==> src/rtl/rf_scan_controller_if.sv <==
// Handshake and status bundle between the RF scan controller, the layer FSM and the RF/convolution datapath.
// master = controller side, slave = the surrounding datapath/control that drives start, abort and rf_ready.
interface rf_scan_controller_if;
    logic       start;
    logic       abort;
    logic       rf_ready;
    logic [5:0] rowNumber;
    logic [5:0] column;
    logic       rf_valid;
    logic       busy;
    logic       done;
    logic [6:0] group_count;

    modport master (
        input  start, abort, rf_ready,
        output rowNumber, column, rf_valid, busy, done, group_count
    );

    modport slave (
        output start, abort, rf_ready,
        input  rowNumber, column, rf_valid, busy, done, group_count
    );
endinterface

==> src/rtl/rf_scan_controller.sv <==
// Walks (row, half-column) patch groups over a feature map, offering each to the convolution array.
// Latency: SETTLE cycles per group before rf_valid, all outputs registered; done one cycle after the last accept.
// Backpressure: holds the offered group with stable outputs while rf_ready is low, no timeout.
module rf_scan_controller #(
    parameter int H      = 32,
    parameter int W      = 32,
    parameter int F      = 5,
    parameter int SETTLE = 1
) (
    input  logic                 clk,
    input  logic                 reset,
    rf_scan_controller_if.master bus
);
    localparam logic [5:0] LAST_ROW    = 6'(H - F);
    localparam logic [3:0] SETTLE_LAST = 4'(SETTLE - 1);

    if (SETTLE < 1 || SETTLE > 15) begin : g_bad_settle
        $error("rf_scan_controller: SETTLE must lie in 1..15");
    end
    if (H - F + 1 < 1 || H - F + 1 > 63 || W < 2) begin : g_bad_geometry
        $error("rf_scan_controller: unsupported H/F/W combination");
    end

    typedef enum logic [1:0] {
        S_IDLE,
        S_SETTLE,
        S_OFFER,
        S_DONE
    } state_t;

    state_t     state_q, state_d;
    logic [5:0] row_q,   row_d;
    logic       col_q,   col_d;
    logic [6:0] gcnt_q,  gcnt_d;
    logic [3:0] cnt_q,   cnt_d;
    logic       vld_q,   vld_d;
    logic       busy_q,  busy_d;
    logic       done_q,  done_d;

    always_comb begin
        state_d = state_q;
        row_d   = row_q;
        col_d   = col_q;
        gcnt_d  = gcnt_q;
        cnt_d   = cnt_q;
        vld_d   = vld_q;
        busy_d  = busy_q;
        done_d  = 1'b0;

        // Abort beats a coincident handshake, so the group in flight is never counted.
        if (state_q != S_IDLE && bus.abort) begin
            state_d = S_IDLE;
            vld_d   = 1'b0;
            busy_d  = 1'b0;
        end else begin
            case (state_q)
                S_IDLE: begin
                    if (bus.start) begin
                        state_d = S_SETTLE;
                        row_d   = 6'd0;
                        col_d   = 1'b0;
                        gcnt_d  = 7'd0;
                        cnt_d   = 4'd0;
                        vld_d   = 1'b0;
                        busy_d  = 1'b1;
                    end
                end
                S_SETTLE: begin
                    cnt_d = cnt_q + 4'd1;
                    if (cnt_q == SETTLE_LAST) begin
                        state_d = S_OFFER;
                        vld_d   = 1'b1;
                    end
                end
                S_OFFER: begin
                    if (vld_q && bus.rf_ready) begin
                        gcnt_d = gcnt_q + 7'd1;
                        vld_d  = 1'b0;
                        cnt_d  = 4'd0;
                        if (!col_q) begin
                            col_d   = 1'b1;
                            state_d = S_SETTLE;
                        end else if (row_q < LAST_ROW) begin
                            col_d   = 1'b0;
                            row_d   = row_q + 6'd1;
                            state_d = S_SETTLE;
                        end else begin
                            state_d = S_DONE;
                            done_d  = 1'b1;
                            busy_d  = 1'b0;
                        end
                    end
                end
                default: begin
                    state_d = S_IDLE;
                end
            endcase
        end
    end

    always_ff @(posedge clk or negedge reset) begin
        if (!reset) begin
            state_q <= S_IDLE;
            row_q   <= 6'd0;
            col_q   <= 1'b0;
            gcnt_q  <= 7'd0;
            cnt_q   <= 4'd0;
            vld_q   <= 1'b0;
            busy_q  <= 1'b0;
            done_q  <= 1'b0;
        end else begin
            state_q <= state_d;
            row_q   <= row_d;
            col_q   <= col_d;
            gcnt_q  <= gcnt_d;
            cnt_q   <= cnt_d;
            vld_q   <= vld_d;
            busy_q  <= busy_d;
            done_q  <= done_d;
        end
    end

    assign bus.rowNumber   = row_q;
    assign bus.column      = {5'd0, col_q};
    assign bus.rf_valid    = vld_q;
    assign bus.busy        = busy_q;
    assign bus.done        = done_q;
    assign bus.group_count = gcnt_q;
endmodule

==> src/flat_wrapper.sv <==
// flat-port wrapper written by rule: the top's interface ports become plain ports
module rf_scan_controller_flat 
#(
    parameter int H      = 32,
    parameter int W      = 32,
    parameter int F      = 5,
    parameter int SETTLE = 1
)
  (clk, reset, bus_start, bus_abort, bus_rf_ready, bus_rowNumber, bus_column, bus_rf_valid, bus_busy, bus_done, bus_group_count);
  rf_scan_controller_if bus_i ();
  input  logic clk;
  input  logic reset;
  input wire logic [$bits(bus_i.start)-1:0] bus_start;
  input wire logic [$bits(bus_i.abort)-1:0] bus_abort;
  input wire logic [$bits(bus_i.rf_ready)-1:0] bus_rf_ready;
  output wire logic [$bits(bus_i.rowNumber)-1:0] bus_rowNumber;
  output wire logic [$bits(bus_i.column)-1:0] bus_column;
  output wire logic [$bits(bus_i.rf_valid)-1:0] bus_rf_valid;
  output wire logic [$bits(bus_i.busy)-1:0] bus_busy;
  output wire logic [$bits(bus_i.done)-1:0] bus_done;
  output wire logic [$bits(bus_i.group_count)-1:0] bus_group_count;
  assign bus_i.start = bus_start;
  assign bus_i.abort = bus_abort;
  assign bus_i.rf_ready = bus_rf_ready;
  assign bus_rowNumber = bus_i.rowNumber;
  assign bus_column = bus_i.column;
  assign bus_rf_valid = bus_i.rf_valid;
  assign bus_busy = bus_i.busy;
  assign bus_done = bus_i.done;
  assign bus_group_count = bus_i.group_count;
  rf_scan_controller #(.H(H), .W(W), .F(F), .SETTLE(SETTLE)) u_core (.clk(clk), .reset(reset), .bus(bus_i));
endmodule
==> config.mk <==
export PLATFORM = sky130hd
export DESIGN_NAME = rf_scan_controller_flat
export DESIGN_NICKNAME = d
export VERILOG_FILES = /design/src/rtl/rf_scan_controller_if.sv /design/src/rtl/rf_scan_controller.sv /design/src/flat_wrapper.sv
export SDC_FILE = /design/constraint.sdc
export NUM_CORES = 1
export LEC_CHECK = 0
export BUFFER_PORTS_ARGS = -buffer_cell sky130_fd_sc_hd__buf_2
export CELL_PAD_IN_SITES_DETAIL_PLACEMENT = 1
export CELL_PAD_IN_SITES_GLOBAL_PLACEMENT = 2
export CORE_MARGIN = 2
export CORE_UTILIZATION = 30
export DETAILED_ROUTE_END_ITERATION = 10
export PLACE_DENSITY = 0.81
export SLEW_MARGIN = 0
export SYNTH_ARGS = -nofsm -noshare
export SYNTH_HDL_FRONTEND = slang
export SYNTH_SLANG_ARGS = --single-unit
==> constraint.sdc <==
create_clock -name clk -period 1.9 [get_ports clk]
set_input_delay 0.19 -clock clk [delete_from_list [all_inputs] [get_ports clk]]
set_output_delay 0.19 -clock clk [all_outputs]
set_load 0.02 [all_outputs]
== Yosys cells after proc, flatten, opt, wreduce, memory -nomap -nowiden ==
Index checks and enable logic that the tools add are counted.
W data, S select, Z words.

* Register bits after elaboration: 23
* Latch bits: 0
* Bits in writable memories: 0
* Bits in read-only memories: 0
* Output and inout port bits: 22
* Memories kept: 0

* $add $sub $neg: 3
* Multiply operators: 0
* Divide/modulo/power cells: 0
* Magnitude comparators: 1
* Eq/ne operators: 11
* Shift operators: 0
* Mux-type cells: 37
* Bitwise gates (word level): 1
* Reduce and logical (&&, ||, !) cells: 15

{| class="wikitable"
|+ Operators with widths
! cell !! number
|-
| $mux W6 || 4
|-
| $mux W1 || 16
|-
| $mux W7 || 2
|-
| $pmux W7 S2 || 1
|-
| $mux W2 || 6
|-
| $pmux W4 S3 || 1
|-
| $pmux W6 S2 || 1
|-
| $reduce_and A4 Y1 || 3
|-
| $ne A3 B1 Y1 const B || 3
|-
| $mux W4 || 2
|-
| $add A7 B1 Y7 const B || 1
|-
| $add A6 B1 Y6 const B || 1
|-
| $lt A6 B5 Y1 const B || 1
|-
| $ne A2 B1 Y1 const B || 3
|-
| $ne A3 B2 Y1 const B || 2
|-
| $pmux W2 S3 || 1
|-
| $reduce_and A6 Y1 || 1
|-
| $reduce_bool A3 Y1 || 2
|-
| $reduce_and A5 Y1 || 1
|-
| $add A4 B1 Y4 const B || 1
|-
| $logic_not A4 Y1 || 1
|-
| $pmux W1 S2 || 2
|-
| $reduce_bool A2 Y1 || 2
|-
| $reduce_bool A4 Y1 || 1
|-
| other kinds (8) || 9
|}

== Longest topological paths before layout ==
Gate-level depths: netlist of run 1.

* Word-level depth: 6
* Mapped depth: 8
* Mapped depth without buffers: 6

== Least setup slack after synthesis of run 1 ==
No wires, ideal clock.

* Path kind: register to register
* From: reg u_core.state_q[0]
* To: reg u_core.gcnt_q[5] (netlist: u_core.bus.group_count[5])
* Data arrival time: 1,755 ps
* Slack: 67 ps
* Cell stages (with the launch flop): 8
* Buffers on the path: 1
* Cells stage by stage: dfrtp_1 > inv_1 > ha_1 > nand4b_2 > o22a_1 > buf_6 > or3_1 > a21oi_1

* Longest elaborated chain between the ends: 4

{| class="wikitable"
|+ RTL lines
! item !! line !! RTL
|-
| start, declared || rf_scan_controller.sv:31 || <nowiki>state_t state_q, state_d;</nowiki>
|-
| start signal, assigned || rf_scan_controller.sv:112 || <nowiki>state_q <= state_d;</nowiki>
|-
| parallel branches: the longest is 4 deep, another holds $reduce_and A4 Y1 || n/a ||
|-
| end signal, assigned || rf_scan_controller.sv:115 || <nowiki>gcnt_q <= gcnt_d;</nowiki>
|-
| end, declared || rf_scan_controller.sv:34 || <nowiki>logic [6:0] gcnt_q, gcnt_d;</nowiki>
|}

Parallel ways; which one is timed is not known.
A chain may end at the register's enable or synchronous reset.

== Worst setup path in the final report of run 1 ==
* From: reg u_core.state_q[1]
* To: reg u_core.cnt_q[3]

* Longest elaborated chain between the ends: 4

{| class="wikitable"
|+ RTL lines
! item !! line !! RTL
|-
| parallel branches: the longest is 4 deep, another holds $reduce_and A4 Y1 || n/a ||
|-
| end signal, assigned || rf_scan_controller.sv:116 || <nowiki>cnt_q <= cnt_d;</nowiki>
|-
| end, declared || rf_scan_controller.sv:35 || <nowiki>logic [3:0] cnt_q, cnt_d;</nowiki>
|}

Parallel ways; which one is timed is not known.

==> impl_metrics.toml, run 1 <==
[status]
status = "complete, no violations"

[detailed_routing]
remaining_drc_errors = 0
vias_per_cell = 5.14
first_pass_iters = 4
antenna_left = 0
vias = 1223
routedWlPerCell_um = 15.9
first_iter_violations = 50
drt_wl_total_mm = 3.79

[yosys]
synthCells = 145
ys_ff_latch = 23
yosys-top-cells-count = "23 x dfrtp_1, 14 x nand2_1, 11 x o21ai_0, 10 x nor2_1"
seq_area_frac_synth_pct = 41.9
synth.top_cell.area_share_pct = 41.9
synth.distinct_cells = 42
synth_edf_count = 0
async_flop_share_pct = 100
yosysWarnings = 0
synth.most_common_cell = "dfrtp_1"
netlist_top_cells_area = "dfrtp_1 42%, ha_1 7.3%, o21ai_0 4.0%, buf_4 3.8%, nand2_1 3.8%"
ys.flop_type = "dfrtp_1"
synth.largest_area_cell = "dfrtp_1"
synth_area_sq_um = 1370
avgSynthCellArea_sq_um = 9.47

[sta]
fmax_mhz = 541
fin_worst_skew_ns = 0.0128
finalCritPeriodShare_pct = 97.2
tightest_slew_ns = 0.556
rsz0062_at_grt = "yes"
fin_hold_ws_ns = 0.201
hold_viol = 0
setup_viol = 0
slew_viol_final = 0
slew_headroom_pct = 63.0
min_period_ns = 1.85

[placement]
dp.cells = 226
dpl-instance-area_sq_um = 1590
place_hpwl_mm = 2.72
io_buffers = 21
globalplace.congestion = 0.812

[critical_path]
worstPathRequired_ns = 2.11
path_delay_family = "simple AND/OR/NAND/NOR gates"
crit_chain = "inv_2, ha_4, nor2b_2, or4_4, o21ai_2, a22o_1"
cp.arrival_ns = 2.05
start_kind = "flop"
path_buf_inv = 1
max_stage_delay_ns = 0.60
slowest_stage = "or4_4"
endpoint_kind = "flop"
cp_max_fo = 8
critical_path_class = "reg2reg"

[clock_network]
ctsRootBufferMaster = "clkbuf_8"
clock-sinks = 23
cts_made_buffers = 3
cts_tree = "yes"
htreeDepth = 1
ctsLongestPathBuffers = 2
clk_latency_ns = 0.27
cts.clk_slew.worst_paths_ns = 0.08

[global_routing]
grt_max_degree = 24
antenna_found_initial = 0
grt_first_pass_wirelength_mm = 6.20
overflow = 0
grt_usage_pct = 15.2
grt_pass1_vias = 1349

[floorplan]
die_x_um = 71.7
start_util_pct = 31.3
die-area_sq_um = 5140
ioPinCount = 27
die_h_um = 71.7
coreArea_sq_um = 4380
row_count = 24

[power_and_ir_drop]
peakVddDrop_uv = 309
p_per_area_nw_per_um2 = 1350
cellLeakagePower_nw = 0.898

[cells_and_area]
antenna_cells = 0
nets = 200
postLayoutCellArea_sq_um = 1770
final_cell_count_no_fill = 238
synthToLayoutAreaGrowth_pct = 28.7
drive_gt1_share_pct = 37.1

[worst_hold_path]
hp-class = "in2reg"

[flow_run]
maxCapViolations = 0
-- path summary, 6_finish.rpt --
path                                                            start                               endpoint  slack, ns  depth (start not counted)
worst max-delay path                    u_core.state_q[1]$_DFFE_PN0P_            u_core.cnt_q[3]$_DFFE_PN0P_       0.05                          6
worst min-delay path                                     bus_rf_ready              u_core.bus.done$_DFF_PN0_       0.20                          3
worst max register to register          u_core.state_q[1]$_DFFE_PN0P_            u_core.cnt_q[3]$_DFFE_PN0P_       0.05                          6
worst min register to register  u_core.bus.group_count[1]$_DFFE_PN0P_  u_core.bus.group_count[1]$_DFFE_PN0P_       0.54                          2
max in group asynchronous                                       reset          u_core.state_q[0]$_DFFE_PN0P_       1.09                          2
min in group asynchronous                                       reset               u_core.col_q$_DFFE_PN0P_       0.43                          2
-- state kept, by name, indices dropped and copies added (netlist names) --
register / cells
u_core.bus.busy: 1
u_core.bus.done: 1
u_core.bus.group_count: 7
u_core.bus.rf_valid: 1
u_core.bus.rowNumber: 6
u_core.cnt_q: 4
u_core.col_q: 1
u_core.state_q: 2
-- kinds of logic after synthesis --
group / Yosys count / synth area share [%]
buffers and inverters: 16 / 6.92
other: 1 / 0.273
muxes: 4 / 3.19
and+or+nand+nor: 55 / 21.1
adders and majority gates: 8 / 7.29
DFF: 23 / 41.9
AOI/OAI and AO/OA: 38 / 19.3
-- metal layers --
layer | vias up | track usage [%] | wire length [um]
met5 | - | 0 | 0
met4 | 0 | 5.24 | 20
met3 | 4 | 2.67 | 125
met2 | 25 | 28.6 | 2040
met1 | 610 | 17.0 | 1600
li1 | 584 | - | -
-- repair_timing --
item / in CTS / in global routing
hold endpoints to repair: 23 / 0
buffers inserted: 2 / 5
hold buffers: 1 / 0
pin swaps: 1 / 5
gates resized for setup: 3 / 16
setup endpoints to repair: 11 / 16
-- worst min-delay path, delay by kind of cell --
| kind | cells | cell delay, ns |
|---|---|---|
| AND/OR/NAND/NOR | 2 | 0.10 |
| buffers and inverters | 1 | 0.14 |
-- final cells by class --
class / instances / area, sq um
fillers: 524 / 2620
multi-input cells: 110 / 787
flip-flops and latches: 23 / 576
repair buffers: 42 / 265
well taps: 52 / 65.1
clock buffers: 3 / 41.3
inverters: 7 / 26.3
clock inverters: 1 / 7.51
-- report_power, final --
group	switching, mW	internal [mW]
combinational	0.727	0.624
clock	0.177	0.149
sequential	0.119	0.596
total	1.02	1.37
-- placed cells by master (no fill, tap or decap), types with 2 or more instances in the layout --
cell       n
conb_1     5
nand3_1    6
nand2_2    2
ha_1       6
nor2_1    10
o21ai_0   10
buf_2     21
and2_1     2
nand2b_1   3
dfrtp_1   23
mux2_2     3
buf_4     20
and3_1     2
a22o_1     2
inv_1      5
nor2b_1    2
clkbuf_8   3
o21ai_1    2
inv_2      2
o21ai_2    2
ha_4       2
nand4_1    2
nand2_1   12
or2_2      3
a21oi_1    8
or3_1      5
-- metrics by stage --
stage	setup slack, ns	power, mW	util [%]	TNS (ns)
detailed placement	-0.0610	1.84	36.2	-0.292
global placement	-0.00445	1.77	36.2	-0.00445
CTS	0.00609	2.24	38.2	0
floorplan	0.0669	1.47	-	0
global route	-0.0195	2.59	40.3	-0.109
finish	0.0525	2.39	40.3	0
Note: power is estimated with default switching activity, not from simulation.
==> run 2, diff against run 1 <==
CORE_UTILIZATION = 31   (was 30)
CTS_BUF_LIST = sky130_fd_sc_hd__clkbuf_4 sky130_fd_sc_hd__clkbuf_8   (was default)
PLACE_DENSITY = 0.83   (was 0.81)
==> impl_metrics.toml, run 2 (synthesized netlist as in run 1, its figures left out) <==
[status]
status = "complete, no violations"

[critical_path]
rr_endpoint = "u_core.bus.rf_valid$_DFFE_PN0P_"
crit_path_end = "u_core.bus.rf_valid$_DFFE_PN0P_"
cp_max_fo = 4
start_kind = "flop"
timing.rr.start = "u_core.cnt_q[0]$_DFFE_PN0P_"
ff2ff_path_depth = 7
cp.arrival_ns = 2.02
slowest_stage = "dfrtp_1"
r2r_setup_slack_ns = 0.06
worstPathRequired_ns = 2.08
crit_start = "u_core.cnt_q[0]$_DFFE_PN0P_"
critical_path_class = "reg2reg"
crit_chain = "inv_1, ha_1, or3b_1, a211oi_4, buf_4, o22ai_1, a21oi_1"
max_stage_delay_ns = 0.42
endpoint_kind = "flop"

[detailed_routing]
first_iter_violations = 47
drt_wl_total_mm = 3.74
remaining_drc_errors = 0
vias = 1228
routedWlPerCell_um = 15.9
vias_per_cell = 5.23
antenna_left = 0
first_pass_iters = 4

[floorplan]
start_util_pct = 31.8
coreArea_sq_um = 4320
die_x_um = 70.6
die-area_sq_um = 4980
die_h_um = 70.6
row_count = 24
ioPinCount = 27

[global_routing]
antenna_found_initial = 0
overflow = 0
grt_pass1_vias = 1262
grt_first_pass_wirelength_mm = 6.09
grt_usage_pct = 15.2
grt_max_degree = 24

[power_and_ir_drop]
p_per_area_nw_per_um2 = 1380
peakVddDrop_uv = 394
pwr-share-comb_pct = 56.5
power.internal_mw = 1.39
p_sw_mw = 1.01
p_clk_share_pct = 13.5
power_frac_seq_pct = 29.9
cellLeakagePower_nw = 0.883
sw_frac_of_total_pct = 42.2

[placement]
place_hpwl_mm = 2.69
io_buffers = 21
globalplace.congestion = 0.854

[sta]
setup_viol = 0
tightest_slew_ns = 0.563
finalCritPeriodShare_pct = 96.8
slew_viol_final = 0
slew_headroom_pct = 62.4
hold_viol = 0
min_period_ns = 1.84
finalSetupTns_ns = 0
fmax_mhz = 544
fin_worst_skew_ns = 0.00238
fin_hold_ws_ns = 0.205

[cells_and_area]
antenna_cells = 0
final_common_cell = "dfrtp_1"
drive_gt1_share_pct = 34.4
largest_reg_flops = 7
nets = 197
synthToLayoutAreaGrowth_pct = 27.0
final_cell_mix = "23 x dfrtp_1, 21 x buf_2, 16 x buf_4"

[flow_run]
maxCapViolations = 0

[worst_hold_path]
hp-class = "in2reg"

[clock_network]
clk_latency_ns = 0.26
clock-sinks = 23
htreeDepth = 1
cts.clk_slew.worst_paths_ns = 0.08
ctsRootBufferMaster = "clkbuf_8"
cts_made_buffers = 3
ctsLongestPathBuffers = 2
cts_tree = "yes"
[run 2: cell count changes in the layout (fill, tap and decap cells not counted), sizes merged]
| cell | before | now |
|---|---|---|
| buf | 41 | 37 |
| clkbuf | 3 | 5 |
| clkinvlp | 1 | 0 |
[run 2: stage by stage]
| step | power [mW] | instance area (sq um) | utilization [%] | instances | worst slack, ns |
|---|---|---|---|---|---|
| 6_report | 2.40 | 1750 | 40.4 | 235 | 0.0604 |
| 5_1_grt | 2.58 | 1750 | 40.4 | 235 | -0.0497 |
| 4_1_cts | 2.23 | 1660 | 38.4 | 231 | -0.00789 |
| 3_5_place_dp | 1.87 | 1590 | 36.7 | 226 | -0.0405 |
| 3_3_place_gp | 1.79 | 1590 | 36.7 | 226 | 0.0803 |
| 2_1_floorplan | 1.47 | 1390 | - | 149 | 0.0669 |
[run 2: area by class of cell]
type                            count  area, sq um
Clock buffer                        4         48.8
Fill cell                         531         2580
Inverter                            7         26.3
Multi-Input combinational cell    110          790
Sequential cell                    23          576
Tap cell                           52         65.1
Timing Repair Buffer               39          240
[run 2: per-layer routing]
layer  global-route usage [%]  vias up  share of wire, %
met5                        0        -                 0
met1                     18.3      627                43
met3                     2.14        2               2.7
met4                     5.03        0              0.56
met2                     28.0       16                54
li1                         -      583                 -
[run 2: power groups by stage]
stage               logic, mW  clock network (mW)  registers, mW
CTS                      1.18               0.340          0.712
detailed placement       1.15                   0          0.720
floorplan               0.704                   0          0.763
global placement         1.08                   0          0.707
global route             1.49               0.353          0.739
finish                   1.36               0.325          0.720
[run 2: worst min-delay path by stage]
| stage | slack, ns | to | depth (start not counted) | start |
|---|---|---|---|---|
| floorplan | -0.11 | u_core.bus.busy$_DFFE_PN0P_ | 0 | reset |
| global placement | 0.19 | u_core.bus.group_count[6]$_DFFE_PN0P_ | 1 | reset |
| detailed placement | 0.21 | u_core.bus.group_count[6]$_DFFE_PN0P_ | 1 | reset |
| CTS | 0.18 | u_core.bus.done$_DFF_PN0_ | 3 | bus_rf_ready |
| global route | 0.22 | u_core.bus.done$_DFF_PN0_ | 3 | bus_rf_ready |
| finish | 0.21 | u_core.bus.done$_DFF_PN0_ | 3 | bus_rf_ready |
[run 2: critical path: cells and delay by family, from the launching register on]
| family | cells | cell delay, ns |
|---|---|---|
| flip-flops | 1 | 0.42 |
| buffers and inverters | 2 | 0.27 |
| AND/OR/NAND/NOR | 1 | 0.39 |
| adder cells (fa/ha/maj) | 1 | 0.14 |
| AO/OA/AOI/OAI | 3 | 0.54 |
[run 2: timing repair]
action	4_1_cts	5_1_grt
gates resized for setup	3	11
pin swaps	0	2
setup endpoints to repair	7	14
hold buffers	1	0
buffers inserted	0	4
hold endpoints to repair	23	0
gates cloned	0	0
==> run 3, diff against run 2 <==
CELL_PAD_IN_SITES_DETAIL_PLACEMENT = 0   (was 1)
CELL_PAD_IN_SITES_GLOBAL_PLACEMENT = 1   (was 2)
CORE_UTILIZATION = 39   (was 31)
PLACE_DENSITY = 0.84   (was 0.83)
SKIP_CTS_REPAIR_TIMING = 1   (was default)
SLEW_MARGIN = 30   (was 0)
==> impl_metrics.toml, run 3 (synthesized netlist as in run 1, its figures left out) <==
[critical_path]
endpoint_kind = "flop"
cp_max_fo = 5
max_stage_delay_ns = 0.44
slowest_stage = "dfrtp_1"
worst-path-stages = 7
path_delay_family = "compound AO/OA/AOI/OAI gates"
worstPathRequired_ns = 2.12
start_kind = "flop"
cp.arrival_ns = 2.07
critical_path_class = "reg2reg"
ff2ff_path_depth = 7
path_buf_inv = 2
crit_chain = "inv_1, ha_1, nor2b_1, buf_4, a211oi_4, a21oi_1, o221a_2"

[power_and_ir_drop]
p_per_area_nw_per_um2 = 1290
peakVddDrop_uv = 543
cellLeakagePower_nw = 0.858

[cells_and_area]
final_cell_count_no_fill = 226
antenna_cells = 0
nets = 194
utilization_pct = 49.6
final_cell_mix = "23 x dfrtp_1, 21 x buf_2, 14 x nand2_1, 14 x buf_4, 11 x o21ai_0"
drive_gt1_share_pct = 30.6
final_common_cell = "dfrtp_1"
synthToLayoutAreaGrowth_pct = 21.3
largest_reg_flops = 7

[clock_network]
ctsLongestPathBuffers = 2
clk_latency_ns = 0.31
htreeDepth = 1
cts_tree = "yes"
ctsRootBufferMaster = "clkbuf_4"
cts.clk_slew.worst_paths_ns = 0.13
cts_made_buffers = 3
clock-sinks = 23

[global_routing]
grt_pass1_vias = 1126
overflow = 0
grt_max_degree = 24
grt_first_pass_wirelength_mm = 4.80
grt_usage_pct = 14.9
antenna_found_initial = 0

[detailed_routing]
drt_wl_total_mm = 2.87
vias = 1180
first_pass_iters = 5
remaining_drc_errors = 0
first_iter_violations = 56
vias_per_cell = 5.22
antenna_left = 0
routedWlPerCell_um = 12.7

[flow_run]
maxCapViolations = 0

[placement]
dp.cells = 217
io_buffers = 21
place_hpwl_mm = 2.11
globalplace.congestion = 0.889

[sta]
finalCritPeriodShare_pct = 97.5
fin_worst_skew_ns = 0.00686
setup_viol = 0
slew_viol_final = 0
min_period_ns = 1.85
hold_viol = 0
slew_headroom_pct = 64.9
finalSetupTns_ns = 0
tightest_slew_ns = 0.527
fmax_mhz = 540

[floorplan]
coreArea_sq_um = 3360
die_h_um = 63.4
ioPinCount = 27
start_util_pct = 40.8
die_x_um = 63.4
row_count = 21
die-area_sq_um = 4010

[worst_hold_path]
hold_depth = 3
hp-class = "in2reg"

[status]
status = "complete, no violations"
==> run 3: tightest hold or removal path: cells and delay by family <==
kind,cells,cell delay [ns]
buffers and inverters,1,0.14
and+or+nand+nor,2,0.10
==> run 3: stage by stage <==
step | setup WS, ns | cell area [sq um] | power [mW] | hold slack, ns
floorplan | 0.0669 | 1390 | 1.47 | -0.106
global placement | 0.0421 | 1560 | 1.73 | 0.195
detailed placement | -0.0114 | 1560 | 1.77 | 0.205
CTS | -0.0313 | 1590 | 2.02 | -0.151
global route | -0.0145 | 1670 | 2.34 | 0.129
finish | 0.0478 | 1670 | 2.15 | 0.143
==> run 3: cell type report <==
cell class	count	area [sq um]
well taps	46	57.6
repair buffers	36	220
multi-input cells	110	757
fillers	342	1700
clock buffers	4	30.0
flip-flops and latches	23	576
inverters	7	26.3
==> run 3: report_power, final <==
part           leakage (nW)  switching [mW]  internal [mW]  total, mW
sequential            0.310           0.112          0.596      0.708
combinational         0.530           0.639          0.560       1.20
clock                0.0184           0.146         0.0963      0.242
total                 0.858           0.897           1.25       2.15
==> run 3: worst paths after layout <==
path	startpoint	endpoint	slack, ns
hold / removal	bus_rf_ready	u_core.bus.done$_DFF_PN0_	0.14
max in group asynchronous	reset	u_core.bus.group_count[0]$_DFFE_PN0P_	1.18
setup reg to reg	u_core.state_q[1]$_DFFE_PN0P_	u_core.state_q[0]$_DFFE_PN0P_	0.05
setup / recovery	u_core.state_q[1]$_DFFE_PN0P_	u_core.state_q[0]$_DFFE_PN0P_	0.05
hold reg to reg	u_core.bus.group_count[1]$_DFFE_PN0P_	u_core.bus.group_count[1]$_DFFE_PN0P_	0.55
min in group asynchronous	reset	u_core.state_q[1]$_DFFE_PN0P_	0.37
==> run 3: layer usage <==
metal	routed length (um)	GRT usage (%)
met5	0	0
met4	26	5.71
met3	114	2.68
met2	1480	27.2
met1	1250	17.0
